$ cat src/rtl/reg_writeback_ctrl.sv
// reg_writeback_ctrl: merges ALU and load results through a small FIFO into the register file write port,
// tracking reserved-but-unwritten destinations in a busy scoreboard.
module reg_writeback_ctrl #(
  parameter int FIFO_DEPTH = 4,
  parameter int DATA_W     = 32,
  parameter int ADDR_W     = 5
) (
  input  logic                          clk,
  input  logic                          reset,
  input  logic                          alu_valid,
  input  logic [ADDR_W-1:0]             alu_addr,
  input  logic [DATA_W-1:0]             alu_data,
  output logic                          alu_ready,
  input  logic                          mem_valid,
  input  logic [ADDR_W-1:0]             mem_addr,
  input  logic [DATA_W-1:0]             mem_data,
  output logic                          mem_ready,
  input  logic                          reserve_valid,
  input  logic [ADDR_W-1:0]             reserve_addr,
  output logic [31:0]                   busy_mask,
  output logic                          reg_write,
  output logic [ADDR_W-1:0]             write_addr,
  output logic [DATA_W-1:0]             write_data,
  output logic [$clog2(FIFO_DEPTH):0]   fifo_count
);
  localparam int PW = $clog2(FIFO_DEPTH);
  localparam int CW = PW + 1;
  localparam int EW = ADDR_W + DATA_W;
  logic [EW-1:0]     buf_q [FIFO_DEPTH];
  logic [PW-1:0]     rd_ptr, wr_ptr;
  logic              full, push, pop;
  logic [EW-1:0]     push_entry, head;
  logic [ADDR_W-1:0] head_addr;
  logic [31:0]       busy_next;
  // ready ignores a same-cycle pop, so a full buffer always stalls for one cycle
  assign full       = fifo_count == CW'(FIFO_DEPTH);
  assign mem_ready  = !full;
  assign alu_ready  = !full && !mem_valid;
  assign push       = (mem_valid && mem_ready) || (alu_valid && alu_ready);
  assign push_entry = mem_valid ? {mem_addr, mem_data} : {alu_addr, alu_data};
  assign pop        = fifo_count != '0;
  assign head       = buf_q[rd_ptr];
  assign head_addr  = head[EW-1:DATA_W];
  always_comb begin
    busy_next = busy_mask;
    if (pop && head_addr != '0) busy_next[head_addr] = 1'b0;
    if (reserve_valid && reserve_addr != '0) busy_next[reserve_addr] = 1'b1;
    busy_next[0] = 1'b0;
  end
  always_ff @(posedge clk)
    if (push) buf_q[wr_ptr] <= push_entry;
  always_ff @(posedge clk or negedge reset)
    if (!reset) begin
      rd_ptr     <= '0;
      wr_ptr     <= '0;
      fifo_count <= '0;
      busy_mask  <= '0;
      reg_write  <= 1'b0;
      write_addr <= '0;
      write_data <= '0;
    end else begin
      if (push) wr_ptr <= wr_ptr + PW'(1);
      if (pop) rd_ptr <= rd_ptr + PW'(1);
      fifo_count <= fifo_count + CW'(push) - CW'(pop);
      busy_mask  <= busy_next;
      reg_write  <= pop && head_addr != '0;
      if (pop) begin
        write_addr <= head_addr;
        write_data <= head[DATA_W-1:0];
      end
    end
endmodule
$ cat config.mk
export PLATFORM = sky130hd
export DESIGN_NAME = reg_writeback_ctrl
export DESIGN_NICKNAME = d
export VERILOG_FILES = /design/src/rtl/reg_writeback_ctrl.sv
export SDC_FILE = /design/constraint.sdc
export NUM_CORES = 1
export LEC_CHECK = 0
export ABC_AREA = 0
export CAP_MARGIN = 20
export CORE_MARGIN = 3
export CORE_UTILIZATION = 55
export DETAILED_ROUTE_END_ITERATION = 10
export MAX_ROUTING_LAYER = met4
export PLACE_DENSITY = 0.82
export SYNTH_ARGS = -nofsm -noshare
export SYNTH_HDL_FRONTEND = slang
export SYNTH_SLANG_ARGS = --single-unit
$ cat constraint.sdc
create_clock -name clk -period 4.81 [get_ports clk]
set_input_delay 0.962 -clock clk [delete_from_list [all_inputs] [get_ports clk]]
set_output_delay 0.962 -clock clk [all_outputs]
set_load 0.02 [all_outputs]
Word-level counts from Yosys, hierarchy flattened

Memory sizes are Yosys's and may differ from the RTL's.
Index checks and enable logic that the tools add are counted.

Output and inout port bits: 75
Bits in read-only memories: 0
RAM bits: 148
Word-level logic and storage cells: 42
Bits in registers: 76
Bits in latches: 0
Input port bits: 84
Memories: 1

Bitwise logic cells: 3
Reduce and logical (&&, ||, !) cells: 13
Div/mod/pow operators: 0
Eq/ne operators: 1
Shift-type cells: 0
$mul: 0
Order comparisons: 4
$add $sub $neg: 4
Multiplexer cells: 9

Memory list:

| memory | depth | bits a word | read ports | clocked after memory_dff | wr ports | line | text |
|---|---|---|---|---|---|---|---|
| buf_q  | 4     | 37          | 1          | 0                        | 1        | 29   | `logic [EW-1:0] buf_q [FIFO_DEPTH];` |

Operator list:

| kind                                                                                | number |
|---|---|
| 32-bit two-way mux                                                                  | 2 |
| 37-bit two-way mux                                                                  | 1 |
| 32-bit bitwise AND                                                                  | 1 |
| 32-bit NOT                                                                          | 1 |
| 32-bit bitwise OR                                                                   | 1 |
| 5-bit by 6-bit < comparator with 1-bit output, second input constant                | 2 |
| 1-bit demux with 5-bit select                                                       | 2 |
| 5-bit by 1-bit greater-or-equal comparator with 1-bit output, second input constant | 2 |
| 5-bit nonzero test                                                                  | 2 |
| 1-bit logical AND                                                                   | 7 |
| 2-bit by 1-bit adder with 2-bit output, second input constant                       | 2 |
| 1-bit two-way mux                                                                   | 4 |
| 3-bit by 1-bit adder with 3-bit output                                              | 1 |
| 3-bit == test, second input constant                                                | 1 |
| 3-bit nonzero test                                                                  | 1 |
| 3-bit by 1-bit subtractor with 3-bit output                                         | 1 |
| 1-bit zero test                                                                     | 2 |
| 1-bit logical OR                                                                    | 1 |

Depth between registers and ports, before layout

Gate-level depths: netlist (run 1).
An unclocked memory read counts as a cell.

Depth in word-level cells: 10
Gate-level depth with buffers: 10
Depth with buffers taken out: 10

Worst setup path before layout (run 1)

OpenSTA, ideal clock, no wires.

Path kind: input-to-output
Start point: input port mem_valid
End point: output port alu_ready
Arrival time: 1,812 ps
Slack: 2,036 ps
Data required time: 3,848 ps
Stages: 3
Path through: clkbuf_1 -> clkbuf_1 -> a21oi_1

Cells in the longest elaborated chain, start to end: 2

Ends and longest elaborated chain:

| what              | line | text |
|---|---|---|
| from (decl)       | 14   | `input logic mem_valid,` |
| 1-bit zero test   | 38   | `assign alu_ready = !full && !mem_valid;` |
| 1-bit logical AND | 38   |  |
| to (decl)         | 13   | `output logic alu_ready,` |

No other way between the ends.

Worst setup path after layout (run 1)

Same ends and word-level chain as after synthesis.

==> metrics.csv, run 1 <==
stage;metric;value;unit
synth;sequential share of the synthesized area;68.60;%
clocking;Sink Count;224;
timing;# setup viols final;0;
pwr;Leak;4.640;nW
grt;GR Util All Layers;23.70;%
pwr;combinational power share;36.8;%
final_layout;area grow syn2layout;26.78;%
grt;initial antenna violation count;1;
final_layout;layout cells sized above 1;15.90;%
worst_setup_path;CP Capture Type;output pin;
grt;largest net degree at the start of global routing;77;
pwr;Clk pwr share;21.6;%
synth;Cells after Synth;628;
floorplanning;Rows;46;
grt;first-pass GRT wire length;32410;um
final_layout;Util after Layout;72.52;%
worst_setup_path;Reg-to-Reg End;fifo_count[2];
floorplanning;core area;16170;sq um
floorplanning;Initial Utilization;57.20;%
synth;Synth cell types;37;
timing;unrepaired setup endpoints after global routing;no;
clocking;cts bufs inserted;22;
routing;WL/cell;20.34;um
clocking;Max Root-Sink Buffers;3;
final_layout;design area;11730;sq um
synth;register bit total from synthesis;224;
worst_setup_path;Crit. Startpoint;mem_valid;
routing;First-pass DRT Iterations;5;
clocking;Skew-Pair Late Insertion Delay;0.50;ns
place;post-DP HPWL;12850;um
clocking;Setup Buffers After CTS;0;
worst_setup_path;reg2reg setup slack;1.94;ns
synth;Syn Nets;719;
final_layout;Layout Nets;880;
grt;total gr overflow;0;
worst_setup_path;Worst path depth;3;
worst_setup_path;CP Launch Type;primary input;
floorplanning;die area;18410;sq um
timing;Slew Limit Fails;0;
worst_setup_path;worst path bufs/invs;2;
routing;Vias/cell;5.591;
pwr;register share of total power;41.7;%
worst_setup_path;R2R depth;10;
min_path;Hold Path Class;in -> async;
timing;final hold slack;0.3988;ns
timing;max frequency;339.1;MHz
timing;setup TNS;0;ns
timing;Slew headroom;32.09;%
pwr;sw frac;34.72;%
worst_setup_path;slowest stage delay, CP;0.64;ns
routing;antenna-violating nets left;0;
clocking;CTS Root Cell;clkbuf_16;
clocking;cts hold-fix bufs;0;
floorplanning;die height;135.7;um
run_status;outcome;finished clean;
worst_setup_path;largest delay contributor family on the critical path;buffers and inverters;
timing;Fin. Hold Viols;0;
worst_setup_path;crit-path cells;buf_2, a21oi_1, clkdlybuf4s50_1;
routing;# DRC;0;
worst_setup_path;Req. time, crit path;3.85;ns
timing;period utilisation layout;61.30;%
floorplanning;I/O pins;159;
pwr;power per cell area;654.3;nW/um^2
place;number of port buffers;157;
pwr;Cell Int Power;5.010;mW
worst_setup_path;slowest stage cell, crit path;clkdlybuf4s50_1;
place;Placer Congestion;0.8817;
clocking;Reg clk slew, reported paths;0.06;ns
synth;syn avg cell area;14.73;sq um
pwr;net switching power;2.665;mW
worst_setup_path;reg2reg start;fifo_count[1];
clocking;H-tree depth;1;
place;area post-placement;11010;sq um
synth;Syn. warnings;0;
routing;via count;5714;
timing;Fin Clk Skew;0.01026;ns
worst_setup_path;worst-path maximum fanout;13;
clocking;CTS tree;done;
floorplanning;die width;135.7;um
timing;Least-Margin Pin Slew;1.019;ns
pwr;Max VDD drop;0.3452;mV
synth;synthesized area;9251;sq um
job;max cap viols;0;
worst_setup_path;critical path class;in -> out;
routing;initial DRC count;401;
clocking;post_cts resized;0;
grt;vias in the first global route;5961;
worst_setup_path;crit path capture;alu_ready;
routing;Post-Route WL;20790;um
timing;clock period minus worst slack;2.949;ns
worst_setup_path;Data arrival, critical path;1.99;ns
-- cell usage in the layout (no fill, tap or decap), types with 6 or more instances in the layout --
cell type,instances
ha_1,6
nand2_1,165
mux2_2,40
inv_1,38
clkbuf_16,23
clkdlybuf4s50_1,155
edfxtp_1,148
dfrtp_1,74
mux4_2,36
nor2_1,9
o211ai_1,27
-- synth_stat cells (all sizes together) --
cell type	number	share of area, %
or3	3	0.20
a21oi	4	0.22
mux2i	2	0.22
nand3b	4	0.32
or4	1	0.081
nor2	9	0.37
o21ai	3	0.20
o211ai	27	2.2
and3b	3	0.28
conb	1	0.041
o21a	1	0.081
nand2b	5	0.34
inv	38	1.5
nor3b	4	0.32
o32ai	2	0.35
clkbuf	12	0.49
xnor2	5	0.47
o221ai	4	0.38
mux2	40	4.9
and2	5	0.34
dfrtp	76	21
clkinv	1	0.041
ha	6	0.81
mux4	36	8.8
buf	13	0.81
nand3	3	0.16
and3	1	0.068
nor3	2	0.16
fa	1	0.22
nand2	165	6.7
edfxtp	148	48
or3b	3	0.37
-- worst reg2reg max path: cells and delay by family (launching register included) --
kind                       cells  cell delay [ns]
DFF                            1             0.44
adders and majority gates      3             0.92
xor gates and xnor gates       2             0.31
buffers and inverters          4             0.91
and+or+nand+nor                1             0.21
-- worst min path at each step --
stage                                end  slack [ns]  cells after the start
after floorplan                wr_ptr[1]        0.53                      1
after global placement     write_data[9]        0.46                      2
after detailed placement  write_data[14]        0.46                      2
after CTS                 write_data[24]        0.47                      2
after global routing       busy_mask[11]        0.42                      1
final                       busy_mask[6]        0.40                      1
-- cells by family after synthesis --
logic type	Yosys count	share of synthesized area (%)
other	1	0.04053
flip-flops	224	68.60
AO/OA/AOI/OAI	41	3.422
multiplexers	78	13.85
AND/OR/NAND/NOR	208	9.711
adder cells (fa/ha/maj)	7	1.028
XOR/XNOR	5	0.4733
buffers and inverters	64	2.881
-- registers in the layout, summed over array words and instances, names as in the netlist --
signal,cells
write_data,32
rd_ptr,2
fifo_count,3
reg_write,1
buf_q,148
wr_ptr,2
write_addr,5
busy_mask,31
-- stage by stage --
step,cells,setup slack (ns),power (mW)
5_1_grt,1022,1.731,8.074
3_3_place_gp,980,1.846,5.918
3_5_place_dp,980,1.789,6.042
2_1_floorplan,628,2.036,4.885
4_1_cts,1020,1.841,7.743
6_report,1022,1.861,7.675
-- metal layers --
layer,vias to the layer above,GRT usage (%),part of all wire (%)
met3,44,3.529,5.4
li1,2587,-,-
met4,0,7.335,2.2
met1,2864,30.85,41
met5,-,-,0
met2,219,39.21,51
-- area by class of cell --
| cell class | count | area (sq um) |
|---|---|---|
| diodes | 1 | 2.502 |
| well taps | 216 | 270.3 |
| clock buffers | 29 | 608.1 |
| inverters | 39 | 146.4 |
| multi-input cells | 340 | 2650 |
| flip-flops and latches | 224 | 6349 |
| repair buffers | 162 | 1622 |
| clock inverters | 11 | 81.33 |
| fillers | 989 | 4444 |
-- power by group through the flow --
stage / combinational, mW / clock (mW) / sequential [mW]
after detailed placement: 2.82 / 0 / 3.22
after global placement: 2.75 / 0 / 3.17
after floorplan: 1.52 / 0 / 3.36
after global routing: 3.05 / 1.75 / 3.27
final: 2.82 / 1.66 / 3.20
after CTS: 2.86 / 1.68 / 3.21
No activity file was read; power rests on OpenSTA's default activity.
==> run 2, diff against run 1 <==
--- a/config.mk
+++ b/config.mk
@@ -8,10 +8,10 @@
 export ABC_AREA = 0
 export CAP_MARGIN = 20
 export CORE_MARGIN = 3
-export CORE_UTILIZATION = 55
+export CORE_UTILIZATION = 48
 export DETAILED_ROUTE_END_ITERATION = 10
 export MAX_ROUTING_LAYER = met4
-export PLACE_DENSITY = 0.82
+export PLACE_DENSITY = 0.76
 export SYNTH_ARGS = -nofsm -noshare
 export SYNTH_HDL_FRONTEND = slang
 export SYNTH_SLANG_ARGS = --single-unit
==> constraint.sdc (replaced) <==
create_clock -name clk -period 2.5 [get_ports clk]
set_input_delay 0.5 -clock clk [delete_from_list [all_inputs] [get_ports clk]]
set_output_delay 0.5 -clock clk [all_outputs]
set_load 0.02 [all_outputs]
==> metrics.csv, run 2 (synthesis results as in run 1) <==
stage;metric;value;unit
final_layout;multi-input logic area;2650;sq um
clocking;Sink Count;224;
clocking;Skew-Pair Late Insertion Delay;0.50;ns
min_path;Hold EP;write_data[10];
timing;Slew Limit Fails;0;
final_layout;Util after Layout;63.69;%
grt;GR Util All Layers;20.07;%
worst_setup_path;CP Capture Type;output pin;
floorplanning;Initial Utilization;49.13;%
final_layout;Largest Register;buf_q;
routing;Post-Route WL;20200;um
timing;slack of the critical path;0.2119;ns
final_layout;Storage cell area;6349;sq um
routing;# DRC;0;
clocking;Setup Buffers After CTS;0;
worst_setup_path;critical path class;reg -> out;
floorplanning;die height;144.8;um
min_path;hold path cells;2;
timing;unrepaired setup endpoints after global routing;no;
floorplanning;I/O pins;159;
clocking;CTS Root Cell;clkbuf_16;
routing;WL/cell;18.67;um
final_layout;area grow syn2layout;29.65;%
grt;vias in the first global route;6139;
grt;initial antenna violation count;0;
routing;via count;5717;
timing;Slew headroom;47.67;%
worst_setup_path;CP Launch Type;flip-flop;
clocking;post_cts resized;0;
timing;max frequency;437.0;MHz
pwr;Max VDD drop;0.7221;mV
place;number of port buffers;157;
timing;Fin Clk Skew;0.008541;ns
timing;Fin. Hold Viols;0;
job;max cap viols;0;
timing;period utilisation layout;91.53;%
place;dpl ws;0.03172;ns
min_path;worst hold start;write_data[10];
min_path;Hold Path Class;reg -> reg;
worst_setup_path;reg2reg setup slack;0.39;ns
grt;largest net degree at the start of global routing;44;
worst_setup_path;crit-path cells;nor2_1, a21oi_1, clkdlybuf4s50_1;
final_layout;Ant. Diodes;0;
place;Placer Congestion;0.7722;
floorplanning;Rows;50;
clocking;cts hold-fix bufs;1;
final_layout;biggest regs;buf_q: 148 flops, write_data: 32 flops, busy_mask: 31 flops;
final_layout;Layout Nets;896;
clocking;Reg clk slew, reported paths;0.06;ns
worst_setup_path;slowest stage delay, CP;0.63;ns
clocking;CTS tree;done;
clocking;Max Root-Sink Buffers;3;
routing;First-pass DRT Iterations;5;
routing;initial DRC count;356;
timing;# setup viols final;0;
timing;Least-Margin Pin Slew;0.7849;ns
routing;Vias/cell;5.284;
final_layout;max FFs per register;148;
worst_setup_path;Req. time, crit path;2.00;ns
final_layout;commonest non-fill, non-tap cell in the layout;nand2_1;
run_status;outcome;finished clean;
timing;clock period minus worst slack;2.288;ns
worst_setup_path;R2R depth;10;
worst_setup_path;worst-path maximum fanout;4;
grt;first-pass GRT wire length;31770;um
floorplanning;die width;144.8;um
final_layout;final-layout fill cell count;1323;
grt;total gr overflow;0;
routing;antenna-violating nets left;0;
worst_setup_path;largest delay contributor family on the critical path;buffers and inverters;
final_layout;most frequent cells in the layout;nand2_1, clkdlybuf4s50_1, edfxtp_1;
worst_setup_path;worst path bufs/invs;1;
pwr;Pwr Total;15.10;mW
floorplanning;die area;20980;sq um
timing;setup TNS;0;ns
clocking;H-tree depth;1;
worst_setup_path;slowest stage cell, crit path;clkdlybuf4s50_1;
clocking;cts bufs inserted;23;
worst_setup_path;Reg-to-Reg End;fifo_count[2];
pwr;power per cell area;1259;nW/um^2
place;post-DP HPWL;13650;um
floorplanning;core area;18830;sq um
worst_setup_path;Data arrival, critical path;1.79;ns
worst_setup_path;reg2reg start;fifo_count[1];
pwr;Leak;4.761;nW
final_layout;layout cells sized above 1;17.64;%
-- run 2: layout make-up --
| cell class | instances | share of cell area, % |
|---|---|---|
| Inverter | 39 | 1.221 |
| Clock inverter | 16 | 1.335 |
| Multi-Input combinational cell | 340 | 22.09 |
| Timing Repair Buffer | 177 | 14.73 |
| Sequential cell | 224 | 52.93 |
| Tap cell | 260 | 2.712 |
| Clock buffer | 26 | 4.976 |
-- run 2: per-stage QoR --
step	area [sq um]	hold WS, ns	std cells
3_3_place_gp	11230	0.4528	1039
2_1_floorplan	9251	0.2044	628
5_1_grt	11990	0.5012	1082
6_report	11990	0.4679	1082
4_1_cts	11990	0.4698	1082
3_5_place_dp	11230	0.4559	1039
-- run 2: tightest hold or removal path: stages (launching register included) --
cell	delay [ns]
dfrtp_1	0.34
nand2_1	0.05
nand2_1	0.05
-- run 2: power breakdown --
group | internal, mW | switching [mW] | total [mW]
Sequential | 5.36 | 0.633 | 5.99
Clock | 2.03 | 1.36 | 3.39
Combinational | 2.60 | 3.12 | 5.72
-- run 2: how the worst max path moves through the flow --
stage / depth (start not counted) / end / from
after floorplan: 9 / fifo_count[2] / fifo_count[1]
after global placement: 9 / fifo_count[2] / alu_valid
after detailed placement: 9 / fifo_count[2] / alu_valid
after CTS: 3 / alu_ready / fifo_count[0]
after global routing: 3 / alu_ready / fifo_count[0]
final: 3 / alu_ready / fifo_count[1]
-- run 2: metal layers --
metal	vias to the layer above	track usage [%]	share of wire, %
li1	2621	-	-
met1	2823	25.19	40
met5	-	-	0
met3	44	2.793	6.6
met2	229	33.88	51
met4	0	6.824	2.4
==> run 3, diff against run 2 <==
--- a/config.mk
+++ b/config.mk
@@ -8,10 +8,9 @@
 export ABC_AREA = 0
 export CAP_MARGIN = 20
 export CORE_MARGIN = 3
-export CORE_UTILIZATION = 48
+export CORE_UTILIZATION = 55
 export DETAILED_ROUTE_END_ITERATION = 10
-export MAX_ROUTING_LAYER = met4
-export PLACE_DENSITY = 0.76
+export PLACE_DENSITY = 0.82
 export SYNTH_ARGS = -nofsm -noshare
 export SYNTH_HDL_FRONTEND = slang
 export SYNTH_SLANG_ARGS = --single-unit
==> constraint.sdc (replaced) <==
create_clock -name clk -period 2.79 [get_ports clk]
set_input_delay 0.558 -clock clk [delete_from_list [all_inputs] [get_ports clk]]
set_output_delay 0.558 -clock clk [all_outputs]
set_load 0.02 [all_outputs]
==> metrics.csv, run 3 (synthesis results as in run 1) <==
stage;metric;value;unit
grt;initial antenna violation count;0;
floorplanning;die height;135.7;um
place;post-DP HPWL;13560;um
pwr;Cell Int Power;9.020;mW
clocking;Reg clk slew, reported paths;0.06;ns
clocking;cts bufs inserted;23;
final_layout;layout cells sized above 1;17.22;%
worst_setup_path;critical path class;reg -> out;
timing;Slew headroom;43.52;%
pwr;Leak;4.752;nW
final_layout;area grow syn2layout;29.15;%
grt;first-pass GRT wire length;34180;um
pwr;register share of total power;39.5;%
grt;total gr overflow;0;
timing;clock period minus worst slack;2.454;ns
final_layout;Util after Layout;73.87;%
clocking;Sink Count;224;
routing;WL/cell;20.86;um
timing;Least-Margin Pin Slew;0.8471;ns
timing;Fin Clk Skew;0.01347;ns
timing;period utilisation layout;87.97;%
final_layout;max FFs per register;148;
timing;Fin. Hold Viols;0;
timing;Slew Limit Fails;0;
worst_setup_path;CP Launch Type;flip-flop;
clocking;H-tree depth;1;
routing;# DRC;0;
floorplanning;Rows;46;
floorplanning;die width;135.7;um
pwr;power per cell area;1149;nW/um^2
min_path;Hold Path Class;in -> async;
floorplanning;Initial Utilization;57.20;%
place;area post-placement;11180;sq um
routing;Vias/cell;5.669;
floorplanning;die area;18410;sq um
timing;unrepaired setup endpoints after global routing;no;
clocking;Max Root-Sink Buffers;3;
routing;antenna-violating nets left;0;
routing;via count;5867;
grt;GR Util All Layers;24.21;%
pwr;combinational power share;37.7;%
final_layout;Largest Register;buf_q;
final_layout;design area;11950;sq um
final_layout;most frequent cells in the layout;nand2_1, clkdlybuf4s50_1, edfxtp_1;
worst_setup_path;Req. time, crit path;2.23;ns
grt;vias in the first global route;6098;
final_layout;Ant. Diodes;0;
routing;Post-Route WL;21590;um
pwr;Clk pwr share;22.8;%
clocking;CTS Root Cell;clkbuf_16;
place;Placer Congestion;0.8731;
timing;max frequency;407.4;MHz
final_layout;final-layout fill cell count;961;
final_layout;commonest non-fill, non-tap cell in the layout;nand2_1;
timing;setup TNS;0;ns
pwr;sw frac;34.30;%
worst_setup_path;Data arrival, critical path;1.90;ns
routing;First-pass DRT Iterations;6;
place;number of port buffers;157;
job;max cap viols;0;
clocking;Setup Buffers After CTS;0;
final_layout;biggest regs;buf_q: 148 flops, write_data: 32 flops, busy_mask: 31 flops;
pwr;Pwr Total;13.73;mW
pwr;net switching power;4.709;mW
pwr;Max VDD drop;0.6751;mV
worst_setup_path;CP Capture Type;output pin;
final_layout;Layout Nets;893;
worst_setup_path;worst-path maximum fanout;4;
grt;largest net degree at the start of global routing;51;
clocking;cts hold-fix bufs;0;
clocking;Skew-Pair Late Insertion Delay;0.51;ns
floorplanning;I/O pins;159;
floorplanning;core area;16170;sq um
clocking;CTS tree;done;
timing;# setup viols final;0;
routing;initial DRC count;486;
run_status;outcome;finished clean;
clocking;post_cts resized;0;
run 3: changes by cell type in the layout (fill, tap and decap cells not counted):
cell	before	now
buf_4	16	12
buf_12	4	6
bufinv_16	3	4
clkbuf_1	2	3
clkbuf_8	1	0
clkinv_1	6	7
clkinv_2	5	4
clkinv_4	1	0
clkinvlp_4	0	1
dlygate4sd3_1	1	0
inv_6	2	1
run 3: area by class of cell:
cell class / instances / area (sq um) / area share, %
multi-input combinational: 340 / 2650 / 22.18
clock inverter: 16 / 178.9 / 1.498
timing repair buffer: 174 / 1767 / 14.79
inverter: 39 / 146.4 / 1.225
sequential: 224 / 6349 / 53.14
tap: 216 / 270.3 / 2.262
clock buffer: 26 / 586.8 / 4.912
run 3: power by group through the flow:
| stage | combinational [mW] | clock (mW) | sequential (mW) |
|---|---|---|---|
| detailed placement | 5.14 | 0 | 5.45 |
| finish | 5.18 | 3.13 | 5.42 |
| floorplan | 2.62 | 0 | 5.80 |
| CTS | 5.25 | 3.16 | 5.43 |
| global placement | 5.01 | 0 | 5.34 |
| global route | 5.61 | 3.30 | 5.54 |
run 3: per-layer routing:
layer / vias to the layer above / track usage (%) / part of all wire, % / routed length [um]
met4: 0 / 6.831 / 2.2 / 465
met1: 2920 / 31.80 / 39 / 8323
met5: - / 0 / 0 / 0
met3: 43 / 4.049 / 7.1 / 1538
met2: 286 / 42.20 / 52 / 11260
li1: 2618 / - / - / -
run 3: metrics by stage:
step	std cells	setup slack [ns]	hold WS, ns
final	1035	0.3356	0.1100
after CTS	1035	0.3523	0.1378
after global routing	1035	0.2909	0.1581
after detailed placement	993	0.3200	0.4557
after floorplan	628	0.3430	0.2624
after global placement	993	0.3413	0.4530
run 3: worst max-delay path, cell delays in order (launching register included):
cell	delay [ns]
dfrtp_1	0.45
nor2_1	0.09
a21oi_1	0.20
clkdlybuf4s50_1	0.64
run 3: worst paths after layout:
kind | endpoint | slack, ns | startpoint | cells after the start
worst max-delay path | alu_ready | 0.34 | fifo_count[0] | 3
worst min-delay path | busy_mask[13] | 0.11 | reset | 1
worst max register to register | busy_mask[2] | 0.63 | rd_ptr[0] | 4
worst min register to register | write_data[25] | 0.46 | write_data[25] | 2
max in group asynchronous | busy_mask[27] | 2.04 | reset | 2
min in group clk | write_data[25] | 0.46 | write_data[25] | 2
